File: src/rtl/obj_dma_ctrl.sv
// Sprite attribute DMA sequencer: copies LEN bytes from work RAM into object RAM under Z80 bus grant.
// Optional OBJ_DMA_WAIT_VBLK_EN holds each armed transfer until vertical blank; otherwise vblk is ignored.
module obj_dma_ctrl #(
    parameter logic [15:0] SRC_BASE = 16'h6900,
    parameter logic [9:0]  DST_BASE = 10'h000,
    parameter int          LEN      = 384
) (
    input  logic        clk,
    input  logic        rst_n,
    input  logic        step_ce,
    input  logic        dma_trig,
    input  logic        vblk,
    output logic        busrq_n,
    input  logic        busak_n,
    output logic [15:0] src_addr,
    output logic        src_rdn,
    input  logic [7:0]  src_data,
    output logic [9:0]  dst_addr,
    output logic        dst_wrn,
    output logic [7:0]  dst_data,
    output logic        dma_busy,
    output logic        dma_done
);

    // state   | meaning
    // IDLE    | no transfer; waits for a pending trigger
    // WAIT_VB | armed, waiting for vertical blank
    // REQ     | BUSRQ asserted, waiting for BUSAK
    // RD      | read strobe on work RAM for byte `count`
    // WR      | write strobe on obj RAM for the captured byte
    // REL     | bus released, done pulse
    typedef enum logic [2:0] {IDLE, WAIT_VB, REQ, RD, WR, REL} state_t;

    localparam logic [10:0] LEN_C = 11'(LEN);

    state_t      state, state_nxt;
    logic [10:0] count, count_nxt;
    logic        pending, pending_nxt;
    logic        busrq_nxt, src_rdn_nxt, dst_wrn_nxt, done_nxt;
    logic [15:0] src_addr_nxt;
    logic [9:0]  dst_addr_nxt;
    logic [7:0]  dst_data_nxt;

`ifndef OBJ_DMA_WAIT_VBLK_EN
    logic unused_vblk;
    assign unused_vblk = vblk;
`endif

    always_ff @(posedge clk or negedge rst_n) begin
        if (!rst_n) begin
            state    <= IDLE;
            count    <= '0;
            pending  <= 1'b0;
            busrq_n  <= 1'b1;
            src_rdn  <= 1'b1;
            dst_wrn  <= 1'b1;
            src_addr <= SRC_BASE;
            dst_addr <= DST_BASE;
            dst_data <= '0;
            dma_done <= 1'b0;
        end else begin
            state    <= state_nxt;
            count    <= count_nxt;
            pending  <= pending_nxt;
            busrq_n  <= busrq_nxt;
            src_rdn  <= src_rdn_nxt;
            dst_wrn  <= dst_wrn_nxt;
            src_addr <= src_addr_nxt;
            dst_addr <= dst_addr_nxt;
            dst_data <= dst_data_nxt;
            dma_done <= done_nxt;
        end
    end

    always_comb begin
        state_nxt    = state;
        count_nxt    = count;
        pending_nxt  = pending | dma_trig;
        busrq_nxt    = busrq_n;
        src_rdn_nxt  = src_rdn;
        dst_wrn_nxt  = dst_wrn;
        src_addr_nxt = src_addr;
        dst_addr_nxt = dst_addr;
        dst_data_nxt = dst_data;
        done_nxt     = 1'b0;

        if (step_ce) begin
            case (state)
                IDLE: begin
                    if (pending) begin
`ifdef OBJ_DMA_WAIT_VBLK_EN
                        state_nxt = WAIT_VB;
`else
                        state_nxt   = REQ;
                        busrq_nxt   = 1'b0;
                        count_nxt   = '0;
                        pending_nxt = dma_trig;
`endif
                    end
                end
`ifdef OBJ_DMA_WAIT_VBLK_EN
                WAIT_VB: begin
                    if (vblk) begin
                        state_nxt   = REQ;
                        busrq_nxt   = 1'b0;
                        count_nxt   = '0;
                        pending_nxt = dma_trig;
                    end
                end
`endif
                REQ: begin
                    if (!busak_n) begin
                        state_nxt    = RD;
                        src_rdn_nxt  = 1'b0;
                        src_addr_nxt = SRC_BASE + {5'b0, count};
                    end
                end
                RD: begin
                    // A read interrupted by loss of BUSAK is reissued, so data is only taken from a full strobe.
                    if (busak_n) begin
                        src_rdn_nxt = 1'b1;
                    end else if (src_rdn) begin
                        src_rdn_nxt = 1'b0;
                    end else begin
                        state_nxt    = WR;
                        src_rdn_nxt  = 1'b1;
                        dst_data_nxt = src_data;
                        dst_wrn_nxt  = 1'b0;
                        dst_addr_nxt = DST_BASE + count[9:0];
                        count_nxt    = count + 11'd1;
                    end
                end
                WR: begin
                    dst_wrn_nxt = 1'b1;
                    if (!busak_n) begin
                        if (count == LEN_C) begin
                            state_nxt = REL;
                            busrq_nxt = 1'b1;
                            done_nxt  = 1'b1;
                        end else begin
                            state_nxt    = RD;
                            src_rdn_nxt  = 1'b0;
                            src_addr_nxt = SRC_BASE + {5'b0, count};
                        end
                    end
                end
                REL:     state_nxt = IDLE;
                default: state_nxt = IDLE;
            endcase
        end
    end

    assign dma_busy = (state != IDLE);

endmodule

File: config.mk
export PLATFORM = sky130hd
export DESIGN_NAME = obj_dma_ctrl
export DESIGN_NICKNAME = d
export VERILOG_FILES = /design/src/rtl/obj_dma_ctrl.sv
export SDC_FILE = /design/constraint.sdc
export NUM_CORES = 1
export LEC_CHECK = 0
export ABC_AREA = 1
export ABC_CLOCK_PERIOD_IN_PS = 2500
export BUFFER_PORTS_ARGS = -buffer_cell sky130_fd_sc_hd__buf_2
export CAP_MARGIN = 20
export CORE_MARGIN = 3
export CORE_UTILIZATION = 25
export DETAILED_ROUTE_END_ITERATION = 16
export PLACE_DENSITY = 0.45
export SYNTH_ARGS = -nofsm -noshare
export SYNTH_HDL_FRONTEND = slang
export SYNTH_SLANG_ARGS = --single-unit
File: constraint.sdc
create_clock -name clk -period 2.5 [get_ports clk]
set_input_delay 0.5 -clock clk [delete_from_list [all_inputs] [get_ports clk]]
set_output_delay 0.5 -clock clk [all_outputs]
set_load 0.03 [all_outputs]
Word level (Yosys, flattened, before mapping)
Cells that the tools add are included.
{ "op_classes": {"eq_ne": 11, "addsub": 2, "bitwise_logic": 3, "n_reduce_logical": 14, "muxes": 35} }
{ "ops": {"columns": ["cell", "n"], "rows": [
  ["2-to-1 mux 16 bit", 3],
  ["2-to-1 mux 11 bit", 3],
  ["case mux 16 bit (2 select lines)", 1],
  ["case mux 11 bit (2 select lines)", 1],
  ["AND reduction 5 bit", 4],
  ["2-to-1 mux 3 bit", 6],
  ["2-to-1 mux 1 bit", 17],
  ["adder 15 x 11 -> 16 bit (first input constant)", 1],
  ["inequality test 2 bit (second input constant)", 7],
  ["case mux 3 bit (4 select lines)", 1],
  ["adder 11 x 1 -> 11 bit (second input constant)", 1],
  ["equality test 11 x 9 -> 1 bit (second input constant)", 1],
  ["AND reduction 4 bit", 2],
  ["nonzero test 2 bit", 4],
  ["equality test 3 x 2 -> 1 bit (second input constant)", 2],
  ["AND reduction 6 bit", 1],
  ["nonzero test 3 bit", 2],
  ["case mux 1 bit (2 select lines)", 2],
  ["equality test 3 bit (second input constant)", 1],
  ["zero test 3 bit", 1],
  ["case mux 1 bit (3 select lines)", 1],
  ["NOT 1 bit", 2],
  ["OR 1 bit", 1]
]} }
{ "word_totals": {"reg_bits": 53, "out_inout_bits": 39, "wordCells": 75, "in_bits": 14} }

Logic depth before layout (Yosys ltp)
Gate-level depths: netlist of the first run.
{ "logic_depth": {"word_depth": 5, "depth_mapped": 11, "mapped_depth_nobuf": 11} }

Least setup slack after synthesis of the first run
OpenSTA, ideal clock, no wires.
{ "synth_timing": {"path_kind": "register -> register", "from": "reg count[0]", "to": "reg src_rdn", "required_ns": 2.440, "setup_ns": 0.060, "path_stages_with_launch": 12, "arrival_time_ns": 1.475, "path_buffers": 1, "synth_period_minus_slack_ns": 1.535, "setup_slack_ns": 0.965, "cell_sequence": "dfrtp_1 inv_1 ha_1 inv_1 nor2_1 inv_1 nor2_1 nand3_2 nand2_4 buf_6 nand3_2 nand2_1"} }
{ "synth_via": {"elab_chain_len": 3} }
{ "synth_lines": {"columns": ["element", "line_no", "source"], "rows": [
  ["start: declaration", "37", "logic [10:0] count, count_nxt;"],
  ["start signal: assignment", "63", "count <= count_nxt;"],
  ["equality test 11 x 9 -> 1 bit", "136", "if (count == LEN_C) begin"],
  ["inequality test 2 bit (no line)", null, null],
  ["AND reduction 5 bit (no line)", null, null],
  ["end signal: assignment", "66", "src_rdn <= src_rdn_nxt;"],
  ["end: declaration", "16", "output logic src_rdn,"]
]} }
No other way between the ends.
A chain may end at the register's enable or synchronous reset.

Worst setup path in the final report of the first run
{ "layout_timing": {"from": "reg count[0]", "to": "reg src_addr[5]"} }
{ "layout_via": {"elab_chain_len": 4, "elab_cells_between_ends": 8, "cone_classes": "add/sub (1); eq/ne (2); mux (4); reduce/logical (1)"} }
{ "layout_lines": {"columns": ["element", "line_no", "source"], "rows": [
  ["adder 15 x 11 -> 16 bit", "115, 143", null],
  ["2-to-1 mux 16 bit", "136", null],
  ["2-to-1 mux 16 bit", "135", "if (!busak_n) begin"],
  ["case mux 16 bit (2 select lines)", "88", "case (state)"],
  ["end signal: assignment", "68", "src_addr <= src_addr_nxt;"],
  ["end: declaration", "15", "output logic [15:0] src_addr,"]
]} }
Several ways; a longest one is shown, not always the timed one. The select of a mux whose other input is x is not followed.

==> results.yml, run 1 <==
critical_path:
  ff2ff_setup_slack_ps: 560
  critPathKind: "flip-flop to flip-flop"
  crit_arrival_ps: 2170
  start_kind: "flip-flop"
  required_ps: 2730
  reg2reg_depth: 10
  rr_startpoint: "count[0]$_DFFE_PN0P_"
  setup.worst_path.end_class: "flip-flop"
  r2r_end: "src_addr[5]$_DFFE_PN0P_"
  worstPathMaxFanout: 25
clocking:
  htree_num_levels: 2
  cts_buffer_depth: 2
  worstSkewPairLatency_ps: 310
  cts.sinks: 50
  hold_buffers: 0
  clkTransAtPathRegs_ps: 100
  post-cts-setup-buffer-count: 0
  root_buffer: "clkbuf_8"
  post_cts_resized: 0
  cts-buffers-inserted: 5
  cts_tree: "yes"
pwr:
  p_leak_nw: 1.49
  sw_frac_of_total: 0.463
  p_int_mw: 1.62
  combPwrFrac: 0.441
  p_switching_mw: 1.39
  seqPwrFrac: 0.402
  ir_worst_vdd_v: 0.000280
  clockPowerShare: 0.157
  powerDensity_nw_per_um2: 1030
yosys:
  avgSynthCellArea_um2: 8.60
  ys_types: 36
  ys.warnings.count: 0
  async_reset_ff_frac: 1.00
  ys_ff_latch: 50
  synth_edf_count: 0
  synthCells: 293
  synth.cell_area_um2: 2520
  synth_ff_type: "dfrtp_1"
  yosysSeqAreaShare: 0.499
floorplanning:
  rows: 36
  ioPinCount: 53
  die_w_um: 106
  start_util: 0.258
  core_um2: 9770
  dieArea_um2: 11300
  fp.dieH_um: 106
placement:
  port_buffers: 48
  pre_cts_slack_ps: 578
  gp_congestion: 0.784
  dp_hpwl_mm: 4.23
  dp.cells: 467
timing:
  period_share: 0.774
  rsz0062_at_grt: "false"
  fmax_mhz: 517
  fin_skew_ps: 14.4
  setup_violations: 0
  hold_viol_final: 0
  timing.setup.tns_ps: 0
  finalWorstSetupSlack_ps: 565
  finalMaxSlewViolations: 0
  slew_headroom: 0.545
  min_period_ps: 1940
  worst_pin_slew_ps: 682
  hold-worst-slack_ps: 221
finish:
  final_core_util: 0.300
  diodes: 0
  nNetsFinal: 360
  multiInputGateArea_um2: 1050
  area_growth_pct: 16.4
  layout-drive-gt1-share: 0.273
  fillers: 1084
  regArea_um2: 1260
  layout_commonest_cell: "nand2_1"
  fin_cells: 474
  final_cell_mix: "nand2_1 (95), buf_2 (48), dfrtp_1 (45), inv_1 (25), nor2_1 (19)"
global_route:
  grt_max_degree: 30
  grt_pass1_vias: 1855
  antenna_found_initial: 0
  grt-ovfl-total: 0
  grtUsageTotal: 0.104
  grt_pass1_wl_mm: 9.40
routing:
  drt_iter0_drc: 111
  drcViolationCount: 0
  drt-total-wl_mm: 5.70
  wl_per_cell_um: 12.0
  antenna_left: 0
  first_pass_iters: 6
  drt-vias-per-instance: 4.14
  vias: 1960
outcome:
  outcome: "complete, no violations"
hold_path:
  hold_class: "primary input to async pin"
flow_run:
  maxCapViolCount: 0
==> synthesized netlist by cell type (2+ instances only) <==
master   number  area [um2]
conb_1        2        7.51
nor2_4        3        33.8
nand3_1      15        75.1
buf_4         4        30.0
nand3_2       2        20.0
xor2_1        2        17.5
dfrtp_1      45        1130
o21ai_0       9        45.0
ha_1          5        62.6
nor2_2        2        12.5
dfstp_2       5         131
inv_2         3        11.3
nor2_1       19        71.3
nor3_1        2        10.0
o21ai_2      10        87.6
o21ai_1      15        75.1
nand2_1      95         357
nand2_2       3        18.8
inv_1        25        93.8
buf_6         6        67.6
nand4_1       6        37.5
==> stage by stage <==
stage | power, mW | area (um2)
CTS | 3.05 | 2930
floorplan | 2.24 | 2520
global route | 3.22 | 2930
detailed placement | 2.57 | 2850
finish | 3.01 | 2930
global placement | 2.57 | 2850
==> cell type report <==
| type | instances | area share |
|---|---|---|
| Sequential cell | 50 | 0.429 |
| Multi-Input combinational cell | 203 | 0.357 |
| Timing Repair Buffer | 51 | 0.0896 |
| Tap cell | 133 | 0.0568 |
| Inverter | 30 | 0.0393 |
| Clock buffer | 5 | 0.0235 |
| Clock inverter | 2 | 0.00469 |
==> power groups by stage <==
| stage | logic [mW] | registers (mW) | clock network (mW) |
|---|---|---|---|
| 2_1_floorplan | 0.663 | 1.57 | 0 |
| 3_3_place_gp | 1.35 | 1.22 | 0 |
| 3_5_place_dp | 1.35 | 1.23 | 0 |
| 4_1_cts | 1.35 | 1.21 | 0.491 |
| 5_1_grt | 1.46 | 1.24 | 0.522 |
| 6_report | 1.33 | 1.21 | 0.472 |
==> logic make-up (layout without fill, tap and decap cells) <==
family,after synthesis,in the layout,synth area share
AOI/OAI and AO/OA,40,40,0.104
xor gates and xnor gates,2,2,0.00696
adders and majority gates,5,5,0.0248
buffers and inverters,41,88,0.0864
DFF,50,50,0.499
other,2,3,0.00298
and+or+nand+nor,153,153,0.276
==> critical path: stages, from the launching register on <==
cell,delay (ps)
dfrtp_1,440
inv_1,160
ha_1,170
inv_1,40
nor2_1,70
inv_1,40
nor2_1,230
nand3_2,200
nand2_4,310
nand2_1,120
o21ai_2,70
==> metal layers <==
metal  wire (um)  track usage  up-vias
li1            -            -     1019
met1        2790        0.142      894
met2        2610        0.167       42
met3         229       0.0200        5
met4          63       0.0305        0
met5           0            0        -
==> flip-flops by register name (all words and copies together), names as in the netlist, 3 cells and up <==
register / flops
state: 3
count: 11
dst_addr: 10
dst_data: 8
src_addr: 13
==> worst max-delay path by stage <==
stage / slack (ps) / cells after the start / from / endpoint
6_report: 560 / 10 / count[0]$_DFFE_PN0P_ / src_addr[5]$_DFFE_PN0P_
2_1_floorplan: 960 / 11 / count[0]$_DFFE_PN0P_ / src_rdn$_DFFE_PN1P_
4_1_cts: 530 / 10 / count[0]$_DFFE_PN0P_ / src_addr[5]$_DFFE_PN0P_
5_1_grt: 320 / 10 / count[9]$_DFFE_PN0P_ / src_addr[7]$_DFFE_PN0P_
3_3_place_gp: 590 / 10 / count[0]$_DFFE_PN0P_ / src_addr[5]$_DFFE_PN0P_
3_5_place_dp: 580 / 10 / count[0]$_DFFE_PN0P_ / src_addr[5]$_DFFE_PN0P_
Note: power is estimated with default switching activity, not from simulation.
==> inputs of run 2 (changes only) <==
ABC_AREA = 0   (was 1)
ABC_CLOCK_PERIOD_IN_PS = 1700   (was 2500)
PLACE_DENSITY = 0.46   (was 0.45)
clock period = 1.7 ns   (was 2.5 ns; I/O delays follow)
==> run 2 against run 1 <==
The run now ends with hold timing, setup timing left; die area decreased by 4.3%; via count shrank 1.8%; sequential share of layout area shrank 6.4 points; critical endpoint is now src_addr[0]$_DFFE_PN0P_; non-clock buffer count up 56; synthesized cell count down 31%; largest cell class unchanged; combinational power is 68% higher; flip-flop and latch count unchanged; clock power grew 71%; register-to-register slack worse by 600 ps; sequential power grew 37%; wire length up 2.8%; clock-buffer cell count up 3.
==> results.yml, run 2 <==
outcome:
  outcome: "finished with violations"
  violations: "hold timing, setup timing"
clocking:
  hold_buffers: 0
  htree_num_levels: 2
  root_buffer: "clkbuf_8"
  cts_tree: "yes"
  cts.sinks: 50
  clkTransAtPathRegs_ps: 90
  worstSkewPairLatency_ps: 310
  cts-buffers-inserted: 5
  cts_buffer_depth: 2
timing:
  finalMaxSlewViolations: 0
  finalWorstSetupSlack_ps: -33.5
  hold-worst-slack_ps: -2.23
  hold_viol_final: 6
  period_share: 1.02
  timing.setup.tns_ps: -483
  fmax_mhz: 577
  min_period_ps: 1730
  worst_pin_slew_ps: 518
  slew_headroom: 0.654
  setup_violations: 26
  fin_skew_ps: 10.9
  rsz0062_at_grt: "true"
yosys:
  ys_ff_latch: 50
  async_reset_ff_frac: 1.00
  synthCells: 203
  avgSynthCellArea_um2: 11.8
  synth.cell_area_um2: 2400
  yosysMostFrequentCell: "dfrtp_1"
  synth_top_area_frac: 0.469
  yosysSeqAreaShare: 0.523
  netlist_top_cells_count: "dfrtp_1 (45), mux2_2 (17), nand2_1 (12), o21ai_0 (11)"
  yosys-top-cells-area: "dfrtp_1 (47%), mux2_2 (8.0%), mux2_4 (5.6%), dfstp_2 (5.5%), buf_6 (2.8%)"
  synth_edf_count: 0
  synth_ff_type: "dfrtp_1"
  ys.warnings.count: 0
  synth_top_cell_by_area: "dfrtp_1"
  ys_types: 45
finish:
  multiInputGateArea_um2: 1120
  final_cell_mix: "buf_2 (47), buf_4 (45), dfrtp_1 (44), mux2_2 (13), mux2_4 (13)"
  fin_cells: 434
  reg_top3: "src_addr: 13 flops, count: 11 flops, dst_addr: 10 flops"
  nNetsFinal: 323
  regArea_um2: 1260
  largest_register_ffs: 13
  layout-drive-gt1-share: 0.557
  diodes: 0
  fillers: 960
  top_register: "src_addr"
  final_area_um2: 3450
  layout_commonest_cell: "buf_2"
  area_growth_pct: 43.6
  final_core_util: 0.372
critical_path:
  r2r_end: "src_addr[0]$_DFFE_PN0P_"
  crit_start: "state[2]$_DFFE_PN0P_"
  crit_arrival_ps: 1920
  required_ps: 1890
  start_kind: "flip-flop"
  worstPathMaxFanout: 7
  critPathKind: "flip-flop to flip-flop"
  ff2ff_setup_slack_ps: -30
  reg2reg_depth: 6
  setup.worst_path.end_class: "flip-flop"
  rr_startpoint: "state[2]$_DFFE_PN0P_"
global_route:
  grt_max_degree: 21
  antenna_found_initial: 0
  grtUsageTotal: 0.109
  grt_pass1_wl_mm: 9.60
  grt-ovfl-total: 0
  grt_pass1_vias: 1906
flow_run:
  maxCapViolCount: 0
placement:
  port_buffers: 48
  pre_cts_slack_ps: -117
  dp_hpwl_mm: 4.10
  place_area_um2: 2990
  dp.cells: 403
  gp_congestion: 0.798
floorplanning:
  dieArea_um2: 10800
  core_um2: 9280
  fp.dieH_um: 104
  ioPinCount: 53
  start_util: 0.259
  die_w_um: 104
  rows: 35
routing:
  wl_per_cell_um: 13.5
  drcViolationCount: 0
  drt_iter0_drc: 61
  antenna_left: 0
  drt-total-wl_mm: 5.86
  first_pass_iters: 4
  vias: 1924
  drt-vias-per-instance: 4.43
pwr:
  powerDensity_nw_per_um2: 1360
  ir_worst_vdd_v: 0.000559
  p_leak_nw: 1.71
  power_mw: 4.69
hold_path:
  hold_class: "primary input to async pin"
run 2: cell count changes after synthesis, sizes merged, moves of 4 or more:
cell    before  now
or3          0    5
clkbuf       0    4
or4          0    4
nor2        24    9
nand2b       0    5
o21ai       35   14
mux2         0   26
nand3       18    9
inv         29    9
nand2       99   12
a21oi        1    6
nand4        6    2
run 2: logic make-up (layout without fill, tap and decap cells):
group / Yosys count / count (layout) / share of synthesized area
other: 2 / 3 / 0.00312
muxes: 28 / 28 / 0.144
xor gates and xnor gates: 4 / 4 / 0.0146
and+or+nand+nor: 60 / 60 / 0.149
adders and majority gates: 5 / 5 / 0.0260
buffers and inverters: 23 / 124 / 0.0599
DFF: 50 / 50 / 0.523
AOI/OAI and AO/OA: 31 / 31 / 0.0796
run 2: report_power, final:
group          internal, mW  switching [mW]
logic                  1.04            1.19
clock network         0.412           0.397
registers              1.48           0.171
run 2: area by class of cell:
| cell class | instances | area share |
|---|---|---|
| sequential | 50 | 0.365 |
| multi-input combinational | 131 | 0.326 |
| timing repair buffer | 107 | 0.221 |
| tap | 129 | 0.0468 |
| clock buffer | 8 | 0.0319 |
| inverter | 9 | 0.00979 |
run 2: worst max-delay path by stage:
stage,slack (ps),to,depth (start not counted)
floorplan,30,src_addr[10]$_DFFE_PN0P_,7
global placement,-90,src_addr[12]$_DFFE_PN0P_,6
detailed placement,-120,src_addr[1]$_DFFE_PN0P_,6
CTS,-30,dma_busy,3
global route,-70,dst_addr[6]$_DFFE_PN0P_,5
finish,-30,src_addr[0]$_DFFE_PN0P_,6
run 2: repair_timing:
item | in CTS | in global routing
hold endpoints to repair | 0 | 0
setup buffers | 17 | 6
endpoints found under the setup margin | 16 | 35
gates resized for setup | 20 | 22
pin swaps | 2 | 7
run 2: worst max-delay path, stage by stage (launching register included):
cell and delay [ps]:
dfrtp_1 420, buf_6 130, xnor2_1 100, or3_1 340, nand2b_4 190, buf_12 150, mux2_4 290
run 2: per-layer routing:
layer / GRT usage / wire, um
met1: 0.144 / 2820
met2: 0.181 / 2770
met3: 0.0242 / 195
met4: 0.0275 / 74
met5: 0 / 0
==> inputs of run 3 (changes only) <==
CAP_MARGIN = default   (was 20)
CELL_PAD_IN_SITES_DETAIL_PLACEMENT = 1   (was default)
CELL_PAD_IN_SITES_GLOBAL_PLACEMENT = 1   (was default)
PLACE_DENSITY = 0.55   (was 0.46)
==> run 3 against run 2 <==
The run ends with setup timing left; via count fell by 2.4%; setup slack improved by 3.0 ps; first-iteration DRC count fell by 43%; sequential power barely moved; clock skew fell by 1.4 ps; critical path depth rose by 1; combinational power rose by 7%; largest cell class unchanged.
==> results.yml, run 3 (same netlist as run 2, synthesis figures left out) <==
global_route:
  grt-ovfl-total: 0
  grtUsageTotal: 0.122
  antenna_found_initial: 0
  grt_pass1_vias: 2009
  grt_max_degree: 51
  grt_pass1_wl_mm: 10.7
floorplanning:
  ioPinCount: 53
  fp.dieH_um: 104
  start_util: 0.259
  dieArea_um2: 10800
  die_w_um: 104
  rows: 35
  core_um2: 9280
pwr:
  clockPowerShare: 0.205
  p_switching_mw: 1.86
  p_leak_nw: 1.72
  seqPwrFrac: 0.328
  power_mw: 5.09
  sw_frac_of_total: 0.366
  combPwrFrac: 0.467
  ir_worst_vdd_v: 0.000592
  powerDensity_nw_per_um2: 1450
  p_int_mw: 3.23
outcome:
  outcome: "finished with violations"
  violations: "setup timing"
clocking:
  cts.sinks: 50
  cts-buffers-inserted: 5
  htree_num_levels: 2
  hold_buffers: 0
  clkTransAtPathRegs_ps: 100
  cts_buffer_depth: 2
  root_buffer: "clkbuf_8"
  cts_tree: "yes"
  worstSkewPairLatency_ps: 300
timing:
  fin_skew_ps: 9.55
  setup_violations: 14
  fmax_mhz: 578
  timing.setup.tns_ps: -242
  period_share: 1.02
  hold_viol_final: 0
  finalWorstSetupSlack_ps: -30.5
  rsz0062_at_grt: "true"
  finalMaxSlewViolations: 0
  hold-worst-slack_ps: 10.8
  min_period_ps: 1730
finish:
  area_growth_pct: 45.7
  fillers: 1068
  top_register: "src_addr"
  layout-drive-gt1-share: 0.565
  layout_commonest_cell: "buf_2"
  reg_top3: "src_addr: 13 flops, count: 11 flops, dst_addr: 10 flops"
  final_cell_mix: "buf_2 (47), dfrtp_1 (42), buf_4 (38), mux2_2 (13), mux2_4 (13)"
  diodes: 0
  nNetsFinal: 317
  largest_register_ffs: 13
routing:
  vias: 1878
  drcViolationCount: 0
  first_pass_iters: 4
  drt-vias-per-instance: 4.39
  drt-total-wl_mm: 6.53
  wl_per_cell_um: 15.2
  antenna_left: 0
  drt_iter0_drc: 35
critical_path:
  critPathKind: "flip-flop to flip-flop"
  worstPathMaxFanout: 7
  crit_arrival_ps: 1930
  required_ps: 1900
  setup.worst_path.end_class: "flip-flop"
  start_kind: "flip-flop"
  crit_slowest_cell: "dfrtp_1"
  critPathBufInv: 2
  cp_cell_sequence: "inv_1 -> ha_4 -> nor3b_4 -> nand4_1 -> buf_4 -> nand2b_4 -> mux2_4"
  crit_path_max_incr_delay_ps: 390
  cp_top_family: "simple AND/OR/NAND/NOR gates"
flow_run:
  maxCapViolCount: 0
placement:
  dp_hpwl_mm: 4.29
  pre_cts_slack_ps: -109
  port_buffers: 48
  gp_congestion: 0.772
hold_path:
  hold_class: "primary input to async pin"
run 3: cell count changes in the layout (fill, tap and decap cells not counted), sizes merged:
cell,before,now
bufinv,0,2
clkbuf,8,7
buf,107,99
nand2b,5,6
run 3: path summary, 6_finish.rpt:
kind | from | to | slack (ps) | cells past startpoint
max in group asynchronous | rst_n | src_addr[11]$_DFFE_PN1P_ | 1380 | 2
hold / removal | rst_n | dst_addr[6]$_DFFE_PN0P_ | 10 | 2
hold reg to reg | dst_addr[8]$_DFFE_PN0P_ | dst_addr[8]$_DFFE_PN0P_ | 480 | 2
setup reg to reg | count[1]$_DFFE_PN0P_ | src_addr[10]$_DFFE_PN0P_ | -30 | 7
min in group clk | dma_trig | pending$_DFF_PN0_ | 240 | 2
setup / recovery | count[1]$_DFFE_PN0P_ | src_addr[10]$_DFFE_PN0P_ | -30 | 7
run 3: power by group through the flow:
stage	sequential, mW	clock [mW]	combinational, mW
2_1_floorplan	2.08	0	0.835
3_3_place_gp	1.70	0	1.89
3_5_place_dp	1.70	0	1.92
4_1_cts	1.66	1.07	2.17
5_1_grt	1.72	1.14	2.57
6_report	1.67	1.04	2.38
run 3: per-layer routing:
layer	vias up	GRT usage	share of wire
met3	4	0.0304	0.039
met1	939	0.162	0.46
met5	-	0	0
li1	893	-	-
met2	42	0.202	0.49
met4	0	0.0285	0.0097
run 3: area by class of cell:
class / count / area [um2] / area share
inverters: 9 / 33.8 / 0.00965
clock inverters: 2 / 60.1 / 0.0172
repair buffers: 100 / 729 / 0.208
flip-flops and latches: 50 / 1260 / 0.360
clock buffers: 6 / 82.6 / 0.0236
multi-input cells: 132 / 1170 / 0.335
well taps: 129 / 161 / 0.0461
run 3: through the flow:
stage	std cells	utilization	area (um2)
finish	428	0.377	3500
global route	428	0.377	3500
CTS	423	0.360	3340
detailed placement	404	0.325	3020
global placement	404	0.325	3020
floorplan	204	-	2410
run 3: timing repair:
item / in CTS / in global routing
buffers inserted: 10 / 4
resized for setup: 23 / 27
cloned: 1 / 1
pin swaps: 2 / 5
setup endpoints to repair: 28 / 34
